[config.mk]
export PLATFORM = sky130hd
export DESIGN_NAME = imem_loader_flat
export DESIGN_NICKNAME = d
export VERILOG_FILES = /design/src/rtl/imem_loader_pkg.sv /design/src/rtl/imem_loader_if.sv /design/src/rtl/imem_loader.sv /design/src/flat_wrapper.sv
export SDC_FILE = /design/constraint.sdc
export NUM_CORES = 1
export LEC_CHECK = 0
export ABC_AREA = 1
export CAP_MARGIN = 10
export CORE_MARGIN = 4
export CORE_UTILIZATION = 48
export CTS_CLUSTER_SIZE = 16
export DETAILED_ROUTE_END_ITERATION = 16
export HOLD_SLACK_MARGIN = 0.1
export PLACE_DENSITY = 0.75
export SYNTH_ARGS = -nofsm -noshare
export SYNTH_HDL_FRONTEND = slang
export SYNTH_SLANG_ARGS = --single-unit
[constraint.sdc]
create_clock -name CLK -period 1.6 [get_ports CLK]
set_input_delay 0.16 -clock CLK [delete_from_list [all_inputs] [get_ports CLK]]
set_output_delay 0.16 -clock CLK [all_outputs]
set_load 0.01 [all_outputs]
[src/rtl/imem_loader_pkg.sv]
// Shared types and helpers for the instruction-memory loader: FSM encoding,
// word/byte widths and the running checksum step.
package imem_loader_pkg;

  localparam int INSTR_W = 16;
  localparam int BYTE_W  = 8;

  typedef enum logic [2:0] {
    IDLE    = 3'd0,
    S_COUNT = 3'd1,
    S_HI    = 3'd2,
    S_LO    = 3'd3,
    S_CHK   = 3'd4,
    S_DONE  = 3'd5
  } state_e;

  function automatic logic [BYTE_W-1:0] csum_step(input logic [BYTE_W-1:0] acc,
                                                  input logic [BYTE_W-1:0] b);
    return acc ^ b;
  endfunction

  // The loader takes stream bytes only in the four frame-parsing states.
  function automatic logic accepts_bytes(input state_e s);
    logic r;
    case (s)
      S_COUNT, S_HI, S_LO, S_CHK: r = 1'b1;
      default:                    r = 1'b0;
    endcase
    return r;
  endfunction

endpackage

[src/rtl/imem_loader_if.sv]
// Byte-stream input, instruction-memory write port and status lines of the loader.
// The slave modport is the loader itself; the master is whoever feeds the stream.
interface imem_loader_if #(
  parameter int ADDR_W = 8
);
  import imem_loader_pkg::*;

  logic                start;
  logic                in_valid;
  logic [BYTE_W-1:0]   in_data;
  logic                in_ready;
  logic                wr_en;
  logic [ADDR_W-1:0]   wr_addr;
  logic [INSTR_W-1:0]  wr_data;
  logic                cpu_hold;
  logic                busy;
  logic                done;
  logic                error;

  modport slave (
    input  start, in_valid, in_data,
    output in_ready, wr_en, wr_addr, wr_data, cpu_hold, busy, done, error
  );

  modport master (
    output start, in_valid, in_data,
    input  in_ready, wr_en, wr_addr, wr_data, cpu_hold, busy, done, error
  );

endinterface

[src/rtl/imem_loader.sv]
// Loads COUNT / N x {HI,LO} / CHK byte frames into instruction memory, holding
// the CPU off for the duration and flagging an XOR checksum mismatch.
module imem_loader
  import imem_loader_pkg::*;
#(
  parameter int ADDR_W    = 8,
  parameter int BASE_ADDR = 0
) (
  input  logic         CLK,
  input  logic         reset,
  imem_loader_if.slave bus
);

  localparam logic [ADDR_W-1:0] BASE = ADDR_W'(BASE_ADDR);

  state_e               state_r;
  state_e               state_nxt_s;
  logic [BYTE_W-1:0]    cnt_r;
  logic [BYTE_W-1:0]    idx_r;
  logic [BYTE_W-1:0]    csum_r;
  logic [BYTE_W-1:0]    hi_r;
  logic                 wr_en_r;
  logic [ADDR_W-1:0]    wr_addr_r;
  logic [INSTR_W-1:0]   wr_data_r;
  logic                 cpu_hold_r;
  logic                 done_r;
  logic                 error_r;
  logic                 in_ready_s;
  logic                 xfer_s;
  logic                 last_word_s;

  assign in_ready_s  = accepts_bytes(state_r);
  assign xfer_s      = bus.in_valid & in_ready_s;
  assign last_word_s = ((idx_r + 8'd1) == cnt_r);

  assign bus.in_ready = in_ready_s;
  assign bus.busy     = (state_r != IDLE);
  assign bus.wr_en    = wr_en_r;
  assign bus.wr_addr  = wr_addr_r;
  assign bus.wr_data  = wr_data_r;
  assign bus.cpu_hold = cpu_hold_r;
  assign bus.done     = done_r;
  assign bus.error    = error_r;

  // State register.
  always_ff @(posedge CLK or posedge reset) begin
    if (reset) begin
      state_r <= IDLE;
    end else begin
      state_r <= state_nxt_s;
    end
  end

  // Next-state decode; every byte-consuming state advances only on a transfer.
  always_comb begin
    state_nxt_s = state_r;
    case (state_r)
      IDLE: begin
        if (bus.start) state_nxt_s = S_COUNT;
        else           state_nxt_s = IDLE;
      end
      S_COUNT: begin
        if (xfer_s) begin
          if (bus.in_data == 8'd0) state_nxt_s = S_CHK;
          else                     state_nxt_s = S_HI;
        end else begin
          state_nxt_s = S_COUNT;
        end
      end
      S_HI: begin
        if (xfer_s) state_nxt_s = S_LO;
        else        state_nxt_s = S_HI;
      end
      S_LO: begin
        if (xfer_s) begin
          if (last_word_s) state_nxt_s = S_CHK;
          else             state_nxt_s = S_HI;
        end else begin
          state_nxt_s = S_LO;
        end
      end
      S_CHK: begin
        if (xfer_s) state_nxt_s = S_DONE;
        else        state_nxt_s = S_CHK;
      end
      S_DONE:  state_nxt_s = IDLE;
      default: state_nxt_s = IDLE;
    endcase
  end

  // Frame datapath: counters, checksum, word assembly and registered outputs.
  always_ff @(posedge CLK or posedge reset) begin
    if (reset) begin
      cnt_r      <= 8'd0;
      idx_r      <= 8'd0;
      csum_r     <= 8'd0;
      hi_r       <= 8'd0;
      wr_en_r    <= 1'b0;
      wr_addr_r  <= '0;
      wr_data_r  <= 16'd0;
      cpu_hold_r <= 1'b0;
      done_r     <= 1'b0;
      error_r    <= 1'b0;
    end else begin
      wr_en_r <= 1'b0;
      done_r  <= 1'b0;
      case (state_r)
        IDLE: begin
          if (bus.start) begin
            cpu_hold_r <= 1'b1;
            error_r    <= 1'b0;
            idx_r      <= 8'd0;
            csum_r     <= 8'd0;
          end
        end
        S_COUNT: begin
          if (xfer_s) begin
            cnt_r  <= bus.in_data;
            csum_r <= csum_step(csum_r, bus.in_data);
          end
        end
        S_HI: begin
          if (xfer_s) begin
            hi_r   <= bus.in_data;
            csum_r <= csum_step(csum_r, bus.in_data);
          end
        end
        S_LO: begin
          // Address is base plus word index, wrapping at the memory size.
          if (xfer_s) begin
            csum_r    <= csum_step(csum_r, bus.in_data);
            wr_data_r <= {hi_r, bus.in_data};
            wr_addr_r <= BASE + ADDR_W'(idx_r);
            wr_en_r   <= 1'b1;
            idx_r     <= idx_r + 8'd1;
          end
        end
        S_CHK: begin
          // done and the released hold become visible together in S_DONE.
          if (xfer_s) begin
            error_r    <= (bus.in_data != csum_r);
            done_r     <= 1'b1;
            cpu_hold_r <= 1'b0;
          end
        end
        default: begin
        end
      endcase
    end
  end

endmodule

[src/flat_wrapper.sv]
// flat-port wrapper written by rule: the top's interface ports become plain ports
module imem_loader_flat import imem_loader_pkg::*;
#(
  parameter int ADDR_W    = 8,
  parameter int BASE_ADDR = 0
)
  (CLK, reset, bus_start, bus_in_valid, bus_in_data, bus_in_ready, bus_wr_en, bus_wr_addr, bus_wr_data, bus_cpu_hold, bus_busy, bus_done, bus_error);
  imem_loader_if #(.ADDR_W(ADDR_W)) bus_i ();
  input  logic CLK;
  input  logic reset;
  input wire logic [$bits(bus_i.start)-1:0] bus_start;
  input wire logic [$bits(bus_i.in_valid)-1:0] bus_in_valid;
  input wire logic [$bits(bus_i.in_data)-1:0] bus_in_data;
  output wire logic [$bits(bus_i.in_ready)-1:0] bus_in_ready;
  output wire logic [$bits(bus_i.wr_en)-1:0] bus_wr_en;
  output wire logic [$bits(bus_i.wr_addr)-1:0] bus_wr_addr;
  output wire logic [$bits(bus_i.wr_data)-1:0] bus_wr_data;
  output wire logic [$bits(bus_i.cpu_hold)-1:0] bus_cpu_hold;
  output wire logic [$bits(bus_i.busy)-1:0] bus_busy;
  output wire logic [$bits(bus_i.done)-1:0] bus_done;
  output wire logic [$bits(bus_i.error)-1:0] bus_error;
  assign bus_i.start = bus_start;
  assign bus_i.in_valid = bus_in_valid;
  assign bus_i.in_data = bus_in_data;
  assign bus_in_ready = bus_i.in_ready;
  assign bus_wr_en = bus_i.wr_en;
  assign bus_wr_addr = bus_i.wr_addr;
  assign bus_wr_data = bus_i.wr_data;
  assign bus_cpu_hold = bus_i.cpu_hold;
  assign bus_busy = bus_i.busy;
  assign bus_done = bus_i.done;
  assign bus_error = bus_i.error;
  imem_loader #(.ADDR_W(ADDR_W), .BASE_ADDR(BASE_ADDR)) u_core (.CLK(CLK), .reset(reset), .bus(bus_i));
endmodule
==> results of run 1 <==
layout by cell type (no fill, tap or decap), types with 4 or more instances in the layout:
master,count
dfrtp_1,61
o21ai_0,44
nand3_2,6
xor2_1,5
o22ai_1,4
nor2_1,9
inv_2,5
nand3_1,21
inv_1,34
clkdlybuf4s50_1,39
nor2_4,4
nand2_2,9
buf_4,18
clkbuf_8,10
nor2_2,5
nand2_1,94
stage by stage:
step | hold slack [ps] | utilization (%) | setup WS [ps] | TNS [ps]
global route | 221 | 67.2 | -63.8 | -113
finish | 205 | 67.2 | -13.3 | -13.3
floorplan | 268 | - | 108 | 0
CTS | 207 | 65.6 | 14.2 | 0
detailed placement | 456 | 62.1 | 5.79 | 0
global placement | 453 | 62.1 | 51.9 | 0
critical path: stages, from the launching register on:
cell and delay (ps):
dfrtp_1 420, ha_4 200, buf_4 130, nor2_2 150, nor2_4 60, nand2_1 50
nand4_1 120, nor2_2 160, nand3_2 100, a21oi_2 140
final cells by class:
| class | count | area (sq um) |
|---|---|---|
| Clock inverter | 3 | 42.5 |
| Sequential cell | 63 | 1580 |
| Tap cell | 72 | 90.1 |
| Timing Repair Buffer | 62 | 592 |
| Multi-Input combinational cell | 224 | 1180 |
| Inverter | 41 | 160 |
| Clock buffer | 13 | 149 |
| Fill cell | 459 | 1850 |
cell usage after synthesis:
master / number / area [sq um]
xor2_1: 5 / 43.8
nor2_1: 14 / 52.6
a21oi_1: 1 / 5.00
o21ai_2: 1 / 8.76
inv_2: 4 / 15.0
dfrtp_1: 63 / 1580
buf_6: 1 / 11.3
inv_1: 37 / 139
nor4_1: 1 / 6.26
nor2_8: 1 / 20.0
nor2_2: 3 / 18.8
or2_2: 1 / 6.26
a31oi_1: 1 / 6.26
nand2_1: 100 / 375
a21oi_2: 1 / 8.76
nand2_2: 6 / 37.5
nor2_4: 1 / 11.3
clkbuf_1: 3 / 11.3
nand3_1: 24 / 120
xnor2_1: 3 / 26.3
o21ai_0: 44 / 220
nor3_1: 2 / 10.0
o22ai_1: 4 / 25.0
nand4_1: 3 / 18.8
buf_2: 4 / 20.0
o21ai_1: 1 / 5.00
o31ai_1: 3 / 22.5
nand3_2: 3 / 30.0
ha_1: 1 / 12.5
per-layer routing:
| metal | wire [um] | part of all wire [%] |
|---|---|---|
| met1 | 3230 | 49 |
| met2 | 2980 | 46 |
| met5 | 0 | 0 |
| met3 | 215 | 3.3 |
| met4 | 115 | 1.8 |
power by group through the flow:
stage | Combinational [mW] | Clock [mW] | Sequential (mW)
6_report | 2.89 | 1.36 | 2.69
5_1_grt | 3.25 | 1.47 | 2.79
4_1_cts | 2.82 | 1.38 | 2.66
3_5_place_dp | 2.81 | 0 | 2.68
3_3_place_gp | 2.76 | 0 | 2.66
2_1_floorplan | 1.45 | 0 | 2.76
cells by family after synthesis:
group,Yosys count,synth area share [%]
DFF,63,55.0
xor gates and xnor gates,8,2.45
AOI/OAI and AO/OA,56,10.5
buffers and inverters,49,6.86
adders and majority gates,1,0.437
and+or+nand+nor,159,24.7
registers in the layout, summed over array words and instances, names as in the netlist:
signal               flops
u_core.cnt_r             8
u_core.bus.done          1
u_core.idx_r             8
u_core.csum_r            8
u_core.bus.wr_addr       8
u_core.bus.wr_en         1
u_core.bus.cpu_hold      1
u_core.bus.wr_data      16
u_core.bus.error         1
u_core.hi_r              8
u_core.state_r           3
worst max path at each step:
stage,end,depth (start not counted)
after global routing,u_core.state_r[1]$_DFF_PP0_,10
after floorplan,u_core.state_r[1]$_DFF_PP0_,13
after global placement,u_core.state_r[1]$_DFF_PP0_,12
final,u_core.state_r[2]$_DFF_PP0_,9
after detailed placement,u_core.state_r[1]$_DFF_PP0_,12
after CTS,u_core.state_r[1]$_DFF_PP0_,13
what timing repair did:
| item | in CTS | in global routing |
|---|---|---|
| resized for setup | 7 | 26 |
| endpoints found under the hold margin | 0 | 0 |
| pin swaps | 2 | 13 |
| setup endpoints to repair | 3 | 3 |
| buffers inserted | 0 | 1 |
==> flow_summary.json, run 1 <==
{
  "status": "complete, but fails checks",
  "violations": "negative setup slack",
  "wl_um": 6540,
  "fin_nets": 414,
  "clk_pin_slew_ps": 70,
  "critPathArrivalTime_ps": 1870,
  "rsz0062_at_grt": "yes",
  "ir_drop_uv": 1070,
  "cellLeakagePower_nw": 1.83,
  "hold_path.class": "input pin to asynchronous set/reset pin",
  "port_buffers": 41,
  "cts_tree": "done",
  "setup_viol": 1,
  "synthCells": 336,
  "cts_root_buffer": "clkbuf_8",
  "grt_first_pass_wirelength_um": 11300,
  "max_freq_mhz": 620,
  "boundaryPins": 42,
  "clk_path_buf_depth": 2,
  "yosys_warnings": 0,
  "drc": 0,
  "crit_type": "register to register",
  "finalCritPeriodShare_pct": 101,
  "swShare_pct": 37.1,
  "core-area_sq_um": 5640,
  "antenna_cells": 0,
  "hpwl_um": 4650,
  "die_x_um": 85.2,
  "p_per_area_nw_per_um2": 1830,
  "gp_congestion": 0.941,
  "die_area_sq_um": 7270,
  "cts_sinks": 63,
  "post_drt_via_cell_ratio": 5.03,
  "skew_ps": 5.06,
  "clock_latency_ps": 330,
  "detail_route.iter0.violations": 221,
  "finalWorstSetupSlack_ps": -13.3,
  "vias": 2403,
  "grt.total_usage_pct": 19.8,
  "crit_fanout": 3,
  "htree_num_levels": 3,
  "initial_core_util_pct": 50.8,
  "worst_pin_slew_ps": 482,
  "final_hold_viol_count": 0,
  "antenna_found_initial": 0,
  "synth-seq-cells": 63,
  "die_y_um": 85.2,
  "max-slew-margin-rel_pct": 67.8,
  "holdBufCountCts": 0,
  "grt.met3_usage_pct": 4.17,
  "dp_cells": 461,
  "internal_power_mw": 4.36,
  "placed_area_sq_um": 3500,
  "crit_path_end_kind": "register",
  "synth.distinct_cells": 29,
  "fin_crit_ps": 1610,
  "syn_area_sq_um": 2860,
  "grt_overflow_total": 0,
  "pwr-share-clk_pct": 19.5,
  "start_kind": "register",
  "wl_per_cell_um": 13.7,
  "grt_max_degree": 28,
  "r2r-end": "u_core.state_r[2]$_DFF_PP0_",
  "synth.net_count": 349,
  "reg2reg_slack_ps": -10,
  "crit_path_start": "u_core.idx_r[1]$_DFFE_PP0P_",
  "grtUsageMet1_pct": 28.1,
  "seq_power_share_pct": 38.8,
  "drive_gt1_share_pct": 18.7,
  "grt_pass1_vias": 2392,
  "area_delta_synth_final_pct": 32.3,
  "r2r_cells": 9,
  "final_cell_area_sq_um": 3790,
  "dr.pass1.iters": 4,
  "pwr-share-comb_pct": 41.7,
  "p_sw_mw": 2.57,
  "cts_buffers": 9,
  "finalPower_mw": 6.94,
  "instances_no_fill": 478,
  "synth-seq-area-share_pct": 55.0,
  "drv_slew": 0,
  "num_rows": 27,
  "r2r_start": "u_core.idx_r[1]$_DFFE_PP0P_",
  "drv_cap": 0,
  "crit_required_ps": 1860,
  "gr-usage-met2_pct": 29.4,
  "syn_area_per_cell_sq_um": 8.52,
  "busiest_layer": "met2",
  "detail-route-antenna-nets": 0
}
(Power assumes the default switching activity.)
==> run 2, diff against run 1 <==
Settings changed: CTS_CLUSTER_DIAMETER set to 100.
==> results of run 2 <==
Final layout, timing and power as in run 1 (identical DEF).
==> RTL change (config.mk and constraints of run 2) <==
`ADDR_W` is set to 8 in 3 places; all go to 6.
--- a/src/rtl/imem_loader_if.sv
+++ b/src/rtl/imem_loader_if.sv
@@ -1,7 +1,7 @@
 // Byte-stream input, instruction-memory write port and status lines of the loader.
 // The slave modport is the loader itself; the master is whoever feeds the stream.
 interface imem_loader_if #(
-  parameter int ADDR_W = 8
+  parameter int ADDR_W = 6
 );
   import imem_loader_pkg::*;
 
--- a/src/rtl/imem_loader.sv
+++ b/src/rtl/imem_loader.sv
@@ -3,7 +3,7 @@
 module imem_loader
   import imem_loader_pkg::*;
 #(
-  parameter int ADDR_W    = 8,
+  parameter int ADDR_W    = 6,
   parameter int BASE_ADDR = 0
 ) (
   input  logic         CLK,
--- a/src/flat_wrapper.sv
+++ b/src/flat_wrapper.sv
@@ -1,7 +1,7 @@
 // flat-port wrapper written by rule: the top's interface ports become plain ports
 module imem_loader_flat import imem_loader_pkg::*;
 #(
-  parameter int ADDR_W    = 8,
+  parameter int ADDR_W    = 6,
   parameter int BASE_ADDR = 0
 )
   (CLK, reset, bus_start, bus_in_valid, bus_in_data, bus_in_ready, bus_wr_en, bus_wr_addr, bus_wr_data, bus_cpu_hold, bus_busy, bus_done, bus_error);
Interface: changed (resized bus_wr_addr); port bits go from 42 to 40. The function was not compared with the original's and may differ.
==> RTL change against run 2 <==
The run still ends with negative setup slack left. Via count is 7.8% higher. Non-clock buffer count grew 12. Final area grew 2.9%. Area after synthesis down 2.6%. Highest routed layer unchanged. Power increased by 6.2%. Sequential power shrank 2%. Worst setup slack hardly changed. Sequential cell count down 2. Clock power increased by 13%. Hold slack worse by 0.030 ns. Wire length rose by 14%. Critical endpoint is now u_core.state_r[1]. Sequential share of layout area fell by 2.4 points.
==> RTL change: results (changes against run 2) <==
Timing
  – Clk_skew: 0.005588 ns (+0.0005277 ns)
  – Actual slew at the worst max-slew pin: 0.4365 ns (-0.04593 ns)
  – Setup Viol. Count Final: 2 (+1)
  – Final setup slack of the worst path: -0.01354 ns (-0.0002729 ns)

Critical path
  – Crit Path Max Fanout: 4 (+1)
  – Crit path max-delay cell type: dfrtp_2
  – Critical Path Max Stage Delay: 0.45 ns (+0.03 ns)
  – Start of the worst register-to-register path: u_core.idx_r[0]
  – Worst flop-to-flop path endpoint: u_core.state_r[1]
  – Critical path arrival: 1.85 ns (-0.02 ns)
  – FF-to-FF path depth: 12 (+3)

Place
  – DP Worst Slack: 0.03125 ns (+0.02546 ns)
  – DPL Wire Length: 4.901 mm (+5.5%)
  – GP Congestion: 0.9104 (-3.2%)

GRT
  – Met2 Use GR: 0.3250 (+0.03118)
  – Met1 usage: 0.2705 (-0.01055)
  – Vias in the first global route: 2430 (+1.6%)
  – Overall Global Routing Usage: 0.2043 (+0.006602)
  – Met3 Use GR: 0.03533 (-0.006419)
  – Global-route wire length before repair: 11.38 mm (+0.92%)

Synth
  – Syn nets: 346 (-0.86%)
  – Sequential fraction of the synthesis area: 0.5473 (-0.003128)
  – Yosys cell types: 27 (-6.9%)
  – Complex-gate fraction of the synthesized area: 0.08345 (-0.02184)
  – Post-Synth Adder-Cell Area: 0.004486 (+0.0001176)
  – Commonest cells post-synth: nand2_1, dfrtp_1, nand3_1
  – Ranking of synthesized cells by area: dfrtp_1, nand2_1, nand3_1

Clock tree
  – Post_cts resized: 9 (+2)
  – Clk_lat worst skew: 0.34 ns
  – Post-CTS Setup Bufs: 4 (+4)

Outcome
  – Status: complete, but fails checks
  – Violated checks: negative setup slack

Route
  – WL met1: 3.222 mm (-0.15%)
  – Metal2 WL: 3.634 mm (+22%)
  – Initial drt markers: 236 (+6.8%)
  – DR vias: 2591 (+7.8%)
  – Met3 wire length: 460 um (+110%)

Layout
  – Layout cells sized above 1: 0.2077 (+0.02054)
  – Layout fillers: 415 (-9.6%)
  – Fin nets: 422 (+1.9%)

Power
  – Pleak: 1.896 nW (+3.5%)
  – Peak supply drop: 1.395 mV (+31%)
## RTL change: cell count changes in the layout (fill, tap and decap cells not counted), moves of 3 or more
cell and change:
dfrtp_2 +3, nand3_2 -4, o31ai_1 -3, inv_1 -4, dfrtp_1 -5, nand3b_1 +4, clkbuf_1 -3, buf_4 +9
nand3_1 +14, o21ai_0 -8
## RTL change: through the flow
step | instances | area [um2] | util | TNS, ns | hold WS, ns
finish | 486 | 3897 | 0.6992 | -0.02291 | 0.1746
global route | 486 | 3897 | 0.6992 | -0.5589 | 0.2041
CTS | 479 | 3714 | 0.6662 | -0.06932 | 0.1677
detailed placement | 459 | 3441 | 0.6173 | 0 | 0.4653
global placement | 459 | 3441 | 0.6173 | 0 | 0.4561
floorplan | 333 | 2793 | - | 0 | 0.2723
## RTL change: final cells by class
cell class	count	area (um2)	share of cell area
clock buffers	10	137.6	0.03531
clock inverters	6	86.33	0.02215
inverters	36	141.4	0.03628
multi-input cells	227	1172	0.3008
flip-flops and latches	61	1533	0.3933
well taps	72	90.09	0.02311
repair buffers	74	737.0	0.1891
## RTL change: worst max path at each step
| stage | start | end | slack [ns] | cells after the start |
|---|---|---|---|---|
| 2_1_floorplan | u_core.idx_r[0] | u_core.state_r[1] | 0.20 | 11 |
| 3_3_place_gp | u_core.state_r[1] | bus_in_ready | 0.03 | 5 |
| 3_5_place_dp | u_core.idx_r[0] | u_core.state_r[1] | 0.03 | 11 |
| 4_1_cts | u_core.state_r[2] | u_core.idx_r[1] | -0.03 | 6 |
| 5_1_grt | u_core.idx_r[0] | u_core.state_r[2] | -0.11 | 10 |
| 6_report | u_core.idx_r[0] | u_core.state_r[1] | -0.01 | 12 |
## RTL change: power by group
group	internal, mW	switching [mW]	total, mW
Clock	0.916	0.629	1.54
Sequential	2.18	0.453	2.64
Combinational	1.54	1.65	3.19
